<file path="src/rtl/scan_pkg.sv">
// scan_pkg: shared definitions for the scan sequencer slice.
//   state_t      - sequencer FSM states (IDLE, SCAN)
//   DEF_SEL_W    - default select width
//   DEF_DWELL_W  - default dwell-time field width
//   num_ch()     - channel count derived from a select width (2**sel_w)
//   MODE_CONT / MODE_SINGLE - scan mode encodings
package scan_pkg;

  localparam int DEF_SEL_W   = 3;
  localparam int DEF_DWELL_W = 8;

  typedef enum logic {
    IDLE = 1'b0,
    SCAN = 1'b1
  } state_t;

  localparam logic MODE_CONT   = 1'b0;
  localparam logic MODE_SINGLE = 1'b1;

  function automatic int num_ch(input int sel_w);
    return 2 ** sel_w;
  endfunction

endpackage

</file>
<file path="src/rtl/scan_sequencer_next.sv">
// next_set_index: combinational channel search over a channel mask.
//   mask       (in)  channel enable mask, one bit per channel
//   idx        (in)  current channel index
//   next_idx   (out) lowest set bit strictly above idx (0 when none)
//   none_above (out) no set bit above idx
//   lowest     (out) lowest set bit of mask (0 when mask is empty)
module next_set_index
  import scan_pkg::*;
#(
  parameter int SEL_W = DEF_SEL_W
) (
  input  logic [(2**SEL_W)-1:0] mask,
  input  logic [SEL_W-1:0]      idx,
  output logic [SEL_W-1:0]      next_idx,
  output logic                  none_above,
  output logic [SEL_W-1:0]      lowest
);

  localparam int NCH = num_ch(SEL_W);

  // Walk from the top channel down so the last hit is the lowest match.
  always_comb begin
    next_idx   = '0;
    none_above = 1'b1;
    lowest     = '0;
    for (int i = NCH - 1; i >= 0; i--) begin
      if (mask[i]) begin
        lowest = SEL_W'(i);
        if (i > int'(idx)) begin
          next_idx   = SEL_W'(i);
          none_above = 1'b0;
        end
      end
    end
  end

endmodule

</file>
<file path="src/rtl/scan_sequencer.sv">
// scan_sequencer: steps a decoder select code through the channels enabled
// in a mask, holding each for a programmable number of enabled cycles.
//   clk       (in)  clock, rising edge
//   rst_n     (in)  asynchronous active-low reset
//   start     (in)  begin a scan (only honoured in IDLE)
//   stop      (in)  abort the scan
//   en        (in)  dwell count enable; 0 pauses the current slot
//   mode      (in)  0 = continuous, 1 = single pass
//   mask      (in)  channel enable mask, latched at start
//   dwell     (in)  cycles per channel, latched at start (0 treated as 1)
//   sel_o     (out) select code to the decoder
//   sel_valid (out) sel_o is an active scan slot
//   busy      (out) sequencer is scanning
//   wrap      (out) pulse: continuous scan restarted at the lowest channel
//   done      (out) pulse: single pass completed
module scan_sequencer
  import scan_pkg::*;
#(
  parameter int SEL_W   = DEF_SEL_W,
  parameter int DWELL_W = DEF_DWELL_W
) (
  input  logic                  clk,
  input  logic                  rst_n,
  input  logic                  start,
  input  logic                  stop,
  input  logic                  en,
  input  logic                  mode,
  input  logic [(2**SEL_W)-1:0] mask,
  input  logic [DWELL_W-1:0]    dwell,
  output logic [SEL_W-1:0]      sel_o,
  output logic                  sel_valid,
  output logic                  busy,
  output logic                  wrap,
  output logic                  done
);

  localparam int NCH = num_ch(SEL_W);

  state_t               state, state_d;
  logic [NCH-1:0]       mask_q, mask_d;
  logic [DWELL_W-1:0]   dwell_q, dwell_d;
  logic                 mode_q, mode_d;
  logic [DWELL_W-1:0]   cnt, cnt_d;
  logic [SEL_W-1:0]     sel_d;
  logic                 valid_d, busy_d, wrap_d, done_d;

  logic [NCH-1:0]       search_mask;
  logic [SEL_W-1:0]     next_idx, lowest;
  logic                 none_above;
  logic [DWELL_W-1:0]   dwell_eff;

  // One search unit serves both states: in IDLE it finds the first channel
  // of the incoming mask, in SCAN it finds the successor in the latched mask.
  assign search_mask = (state == IDLE) ? mask : mask_q;
  assign dwell_eff   = (dwell == '0) ? DWELL_W'(1) : dwell;

  next_set_index #(
    .SEL_W(SEL_W)
  ) u_next (
    .mask       (search_mask),
    .idx        (sel_o),
    .next_idx   (next_idx),
    .none_above (none_above),
    .lowest     (lowest)
  );

  // Next-state and next-output logic; stop outranks both start and slot end.
  always_comb begin
    state_d = state;
    mask_d  = mask_q;
    dwell_d = dwell_q;
    mode_d  = mode_q;
    cnt_d   = cnt;
    sel_d   = sel_o;
    valid_d = sel_valid;
    busy_d  = busy;
    wrap_d  = 1'b0;
    done_d  = 1'b0;
    case (state)
      IDLE: begin
        if (start && !stop && (mask != '0)) begin
          state_d = SCAN;
          mask_d  = mask;
          dwell_d = dwell_eff;
          mode_d  = mode;
          cnt_d   = dwell_eff;
          sel_d   = lowest;
          valid_d = 1'b1;
          busy_d  = 1'b1;
        end
      end
      SCAN: begin
        if (stop) begin
          state_d = IDLE;
          valid_d = 1'b0;
          busy_d  = 1'b0;
        end else if (en) begin
          // cnt counts down from dwell_q; reaching 1 closes the slot and reloads.
          if (cnt <= DWELL_W'(1)) begin
            cnt_d = dwell_q;
            if (!none_above) begin
              sel_d = next_idx;
            end else if (mode_q == MODE_CONT) begin
              sel_d  = lowest;
              wrap_d = 1'b1;
            end else begin
              state_d = IDLE;
              valid_d = 1'b0;
              busy_d  = 1'b0;
              done_d  = 1'b1;
            end
          end else begin
            cnt_d = cnt - DWELL_W'(1);
          end
        end
      end
      default: state_d = IDLE;
    endcase
  end

  // State, latched scan parameters and registered outputs.
  always_ff @(posedge clk or negedge rst_n) begin
    if (!rst_n) begin
      state     <= IDLE;
      mask_q    <= '0;
      dwell_q   <= '0;
      mode_q    <= MODE_CONT;
      cnt       <= '0;
      sel_o     <= '0;
      sel_valid <= 1'b0;
      busy      <= 1'b0;
      wrap      <= 1'b0;
      done      <= 1'b0;
    end else begin
      state     <= state_d;
      mask_q    <= mask_d;
      dwell_q   <= dwell_d;
      mode_q    <= mode_d;
      cnt       <= cnt_d;
      sel_o     <= sel_d;
      sel_valid <= valid_d;
      busy      <= busy_d;
      wrap      <= wrap_d;
      done      <= done_d;
    end
  end

endmodule

</file>
<file path="config.mk">
export PLATFORM = sky130hd
export DESIGN_NAME = scan_sequencer
export DESIGN_NICKNAME = d
export VERILOG_FILES = /design/src/rtl/scan_pkg.sv /design/src/rtl/scan_sequencer_next.sv /design/src/rtl/scan_sequencer.sv
export SDC_FILE = /design/constraint.sdc
export NUM_CORES = 1
export LEC_CHECK = 0
export ABC_AREA = 0
export CORE_ASPECT_RATIO = 0.8
export CORE_MARGIN = 2
export CORE_UTILIZATION = 54
export DETAILED_ROUTE_END_ITERATION = 8
export GPL_TIMING_DRIVEN = 0
export PLACE_DENSITY = 0.76
export SETUP_SLACK_MARGIN = 0.05
export SLEW_MARGIN = 25
export SYNTH_ARGS = -nofsm -noshare
export SYNTH_HDL_FRONTEND = slang
export SYNTH_SLANG_ARGS = --single-unit
export TNS_END_PERCENT = 1
</file>
<file path="constraint.sdc">
create_clock -name clk -period 2.6 [get_ports clk]
set_input_delay 0.26 -clock clk [delete_from_list [all_inputs] [get_ports clk]]
set_output_delay 0.26 -clock clk [all_outputs]
set_load 0.02 [all_outputs]
</file>
# Yosys cells after proc, flatten, opt, wreduce, memory -nomap -nowiden
# Cells that the tools add are included.
op_classes:
  add_sub_neg: 1
  magnitude_cmp: 8
  eq_ne: 9
  mux: 75
  bitwise_logic: 1
  n_reduce_logical: 9
ops:
  columns: ["operator", "n"]
  rows:
  - ["$mux 3", 28]
  - ["$mux 8", 6]
  - ["$mux 1", 37]
  - ["$pmux 8 s2", 1]
  - ["$gt 3x3->1 const A", 4]
  - ["$reduce_and 5->1", 2]
  - ["$ne 3x2->1 const B", 3]
  - ["$le 8x1->1 const B", 1]
  - ["$logic_not 8->1", 1]
  - ["$reduce_bool 8->1", 1]
  - ["$sub 8x1->8 const B", 1]
  - ["$gt 2x3->1 const A", 2]
  - ["$ne 3x3->1 const B", 2]
  - ["$pmux 3 s2", 1]
  - ["$ne 2x1->1 const B", 2]
  - ["$ne 2x2->1 const B", 2]
  - ["$pmux 1 s2", 2]
  - ["$gt 1x3->1 const A", 1]
  - ["$reduce_and 3->1", 1]
  - ["$logic_and 1x1->1", 2]
  - ["$reduce_and 2->1", 1]
  - ["$logic_not 1->1", 1]
  - ["$not 1->1", 1]
totals:
  reg_bits: 32
  in_bits: 22
  out_inout_bits: 7
  word_cells: 112

# Depth between registers and ports, before layout
logic_depth:
  ltp_word: 20
  depth_mapped: 9
  ltp_nobuf: 8

# By module
# From an unflattened synthesis, not the netlist that was laid out.
unflattened:
  hier_cells: 209
  area_unflattened_um2: 2037.0
by_module_without_submodules:
  columns: ["mod", "instances", "cells_each", "area_per_inst_um2", "seq_area_each_um2"]
  rows:
  - ["scan_sequencer", 1, 169, 1816.7, 800.8]
  - ["next_set_index", 1, 40, 220.2, 0.0]

# Worst setup path after synthesis
# OpenSTA, ideal clock, no wires.
synth_path:
  kind: "flip-flop to flip-flop"
  start: "reg cnt[3]"
  end: "reg sel_o[0]"
  setup_time_ns: 0.125
  arrival_ns: 2.101
  t_required_ns: 2.475
  setup_slack_ns: 0.375
  stages_incl_launch_ff: 7
  n_path_buf: 0
  synth_period_minus_slack_ns: 2.225
  path_cell_list: "dfrtp_1 or4_4 nor4_4 nand3_1 a22o_1 a31oi_4 mux2_2"
synth_via:
  elab_chain_cells: 3
synth_rtl:
  columns: ["element", "line", "text"]
  rows:
  - ["from (decl)", "scan_sequencer.sv:43", "logic [DWELL_W-1:0] cnt, cnt_d;"]
  - ["from (signal assigned)", "scan_sequencer.sv:139", "cnt <= cnt_d;"]
  - ["$le 8x1->1", "scan_sequencer.sv:99", "if (cnt <= DWELL_W'(1)) begin"]
  - ["$ne 2x1->1 (no line)", null, null]
  - ["$reduce_and 5->1 (no line)", null, null]
  - ["to (signal assigned)", "scan_sequencer.sv:140", "sel_o <= sel_d;"]
  - ["to (decl)", "scan_sequencer.sv:30", "output logic [SEL_W-1:0] sel_o,"]
# No other way between the ends.
# A chain may end at the register's enable or synchronous reset.

# Worst setup path after layout
# Same ends and word-level chain as after synthesis.

==> results.ini <==
[yosys]
ys_ff_latch=32
ys_async_sr_fraction=1.000
yosysUniqueCellTypes=52
syn-mean-instance-area_sq_um=9.878
seq_area_frac_synth=0.4053
netlist_instances=200
synth_top_area_frac=0.4053
ys_top_cells_by_area=dfrtp_1 41%, mux2_2 9.7%, mux2i_1 6.1%
yosys.area.top_type=dfrtp_1
synth_ff_type=dfrtp_1
yosys_warnings=0
syn_nets=224
synth_edf_count=0
synth_area_sq_um=1976

[drt]
drtAntennaViolNets=0
finalWirelength_um=4678
via_count=1701
drc=0
vias_per_cell=6.075
drtIter0Drc=184
wire_per_inst_um=16.71
drt_pass1_iterations=4

[place]
placed_cell_area_sq_um=2323
gp_congestion=0.8656
io_buffers=28
hpwl_um=3543

[final_layout]
antenna_cells=0
final_cell_area_sq_um=2454
drive_gt1_frac=0.1597
nFillCells=260
post-route-util=0.7069
fin_nets=261
syn_to_final_growth_pct=24.19

[power_and_ir_drop]
power.leakage_nw=1.001
p_per_area_nw_per_um2=814.6
ir_worst_vdd_v=0.0005011

[worst_setup_path]
cp_max_fo=5
cp-start-kind=register
required_ps=2760
cp-end-kind=register
crit_arrival_ps=2600
path_class=reg -> reg

[timing]
max_clock_freq_mhz=411.1
setup_tns_ps=0
rsz0062_at_grt=no
finClkSkew_ps=13.05
drv_slew=0
hold_viol_final=0
worst_pin_slew_ps=610.7
period_share=0.9355
finalSetupViolations=0
slew_headroom=0.5916
fin_crit_ps=2432

[cts]
cts-buffers-inserted=5
post-cts-setup-buffers=0
cts_tree=yes
clockBufferDepth=2
cts_sinks=32
htree_levels=2
clk_root_buffer_cell=clkbuf_8
clkTransAtPathRegs_ps=80
clock_latency_ps=290

[global_routing]
grt-ovfl-total=0
grt.total_usage=0.2544
first_global_vias=1638
antenna_found_initial=0
grt_max_degree=28
grt_pass1_wl_um=8004

[floorplan]
num_io_pins=29
start_util=0.5692
rows=19
die-area_sq_um=4161
coreArea_sq_um=3471
fp.dieW_um=71.63
die_height_um=58.10

[run_status]
status=complete, no violations

[worst_hold_path]
hp-class=in -> async

[job]
maxCapViolCount=0

==> synth_stat cells, types with 4 or more instances <==
| library cell | count |
|---|---|
| nor2_1 | 8 |
| or3_1 | 4 |
| o21ai_0 | 17 |
| o211ai_1 | 4 |
| nand2_1 | 13 |
| nand2b_1 | 6 |
| dfrtp_1 | 32 |
| mux2i_1 | 12 |
| clkbuf_1 | 8 |
| a31oi_1 | 5 |
| mux2_2 | 17 |
| a21oi_1 | 10 |
| inv_1 | 9 |
==> metal layers <==
| layer | up-vias | track usage | wire [um] |
|---|---|---|---|
| li1 | 826 | - | - |
| met1 | 803 | 0.3848 | 2331 |
| met2 | 66 | 0.3638 | 1964 |
| met3 | 6 | 0.05043 | 317 |
| met4 | 0 | 0.08895 | 64 |
| met5 | - | 0 | 0 |
==> path summary, 6_finish.rpt <==
path	start	to	slack, ps	cells past startpoint
max	cnt[3]	sel_o[0]	170	6
min	rst_n	mask_q[4]	340	2
max reg2reg	cnt[3]	sel_o[0]	170	6
min reg2reg	dwell_q[0]	dwell_q[0]	510	1
max in group asynchronous	rst_n	done	1870	3
min in group clk	dwell_q[0]	dwell_q[0]	510	1
==> flip-flops by register name, summed over array words and instances (netlist names) <==
name,count
cnt,8
dwell_q,8
mask_q,8
sel_o,3
busy,1
done,1
mode_q,1
state,1
wrap,1
==> power breakdown <==
| part | internal [W] | switching [W] |
|---|---|---|
| Sequential | 0.000622 | 0.000138 |
| Combinational | 0.000365 | 0.000394 |
| Clock | 0.000283 | 0.000197 |
| Total | 0.00127 | 0.000728 |
==> cells by family after synthesis <==
family / share of synthesized area
buffers and inverters: 0.04687
XOR/XNOR: 0.01330
AND/OR/NAND/NOR: 0.1482
flip-flops: 0.4053
multiplexers: 0.1634
AO/OA/AOI/OAI: 0.2103
adder cells (fa/ha/maj): 0.01266
==> stage by stage <==
step                instances  total power, W  hold WS, ps  setup WS [ps]
floorplan                 200        0.001262       -35.59          374.8
global placement          270        0.001470        472.6          134.7
detailed placement        271        0.001511        113.4          85.61
CTS                       280        0.001999        330.9          119.3
global route              280        0.002132        347.6          52.84
finish                    280        0.001999        336.5          167.7
==> worst max-delay path: stages, from the launching register on <==
cell	delay, ps
dfrtp_1	440
or4_4	610
nor4_4	310
nand3_1	140
a22o_1	250
a31oi_4	190
mux2_2	370
==> cell usage in the layout, fill, tap and decap left out, types with 3 or more instances in the layout <==
master and count:
nand2_1 13, buf_2 3, nand2b_1 6, or3_1 4
a31oi_1 5, nor3_1 3, o211ai_1 4, dfrtp_1 32
inv_1 9, a21oi_1 10, mux2_2 17, nor2_1 8
mux2i_1 11, clkdlybuf4s50_1 27, nor4_1 3, nand4_1 3
clkbuf_1 8, o21ai_0 17, clkbuf_8 5
==> layout make-up <==
| class | count | area, sq um | area share |
|---|---|---|---|
| buffer | 12 | 58.81 | 0.02397 |
| clock buffer | 5 | 68.82 | 0.02805 |
| clock inverter | 3 | 42.54 | 0.01734 |
| inverter | 9 | 33.78 | 0.01377 |
| multi-input combinational | 147 | 1091 | 0.4447 |
| sequential | 32 | 800.8 | 0.3264 |
| tap | 42 | 52.55 | 0.02142 |
| timing repair buffer | 30 | 305.3 | 0.1244 |
==> what timing repair did <==
action,in CTS,in global routing
endpoints found under the hold margin,5,0
hold buffers,1,0
setup endpoints to repair,0,5
gates resized for setup,0,2
No activity file was read; power rests on OpenSTA's default activity.
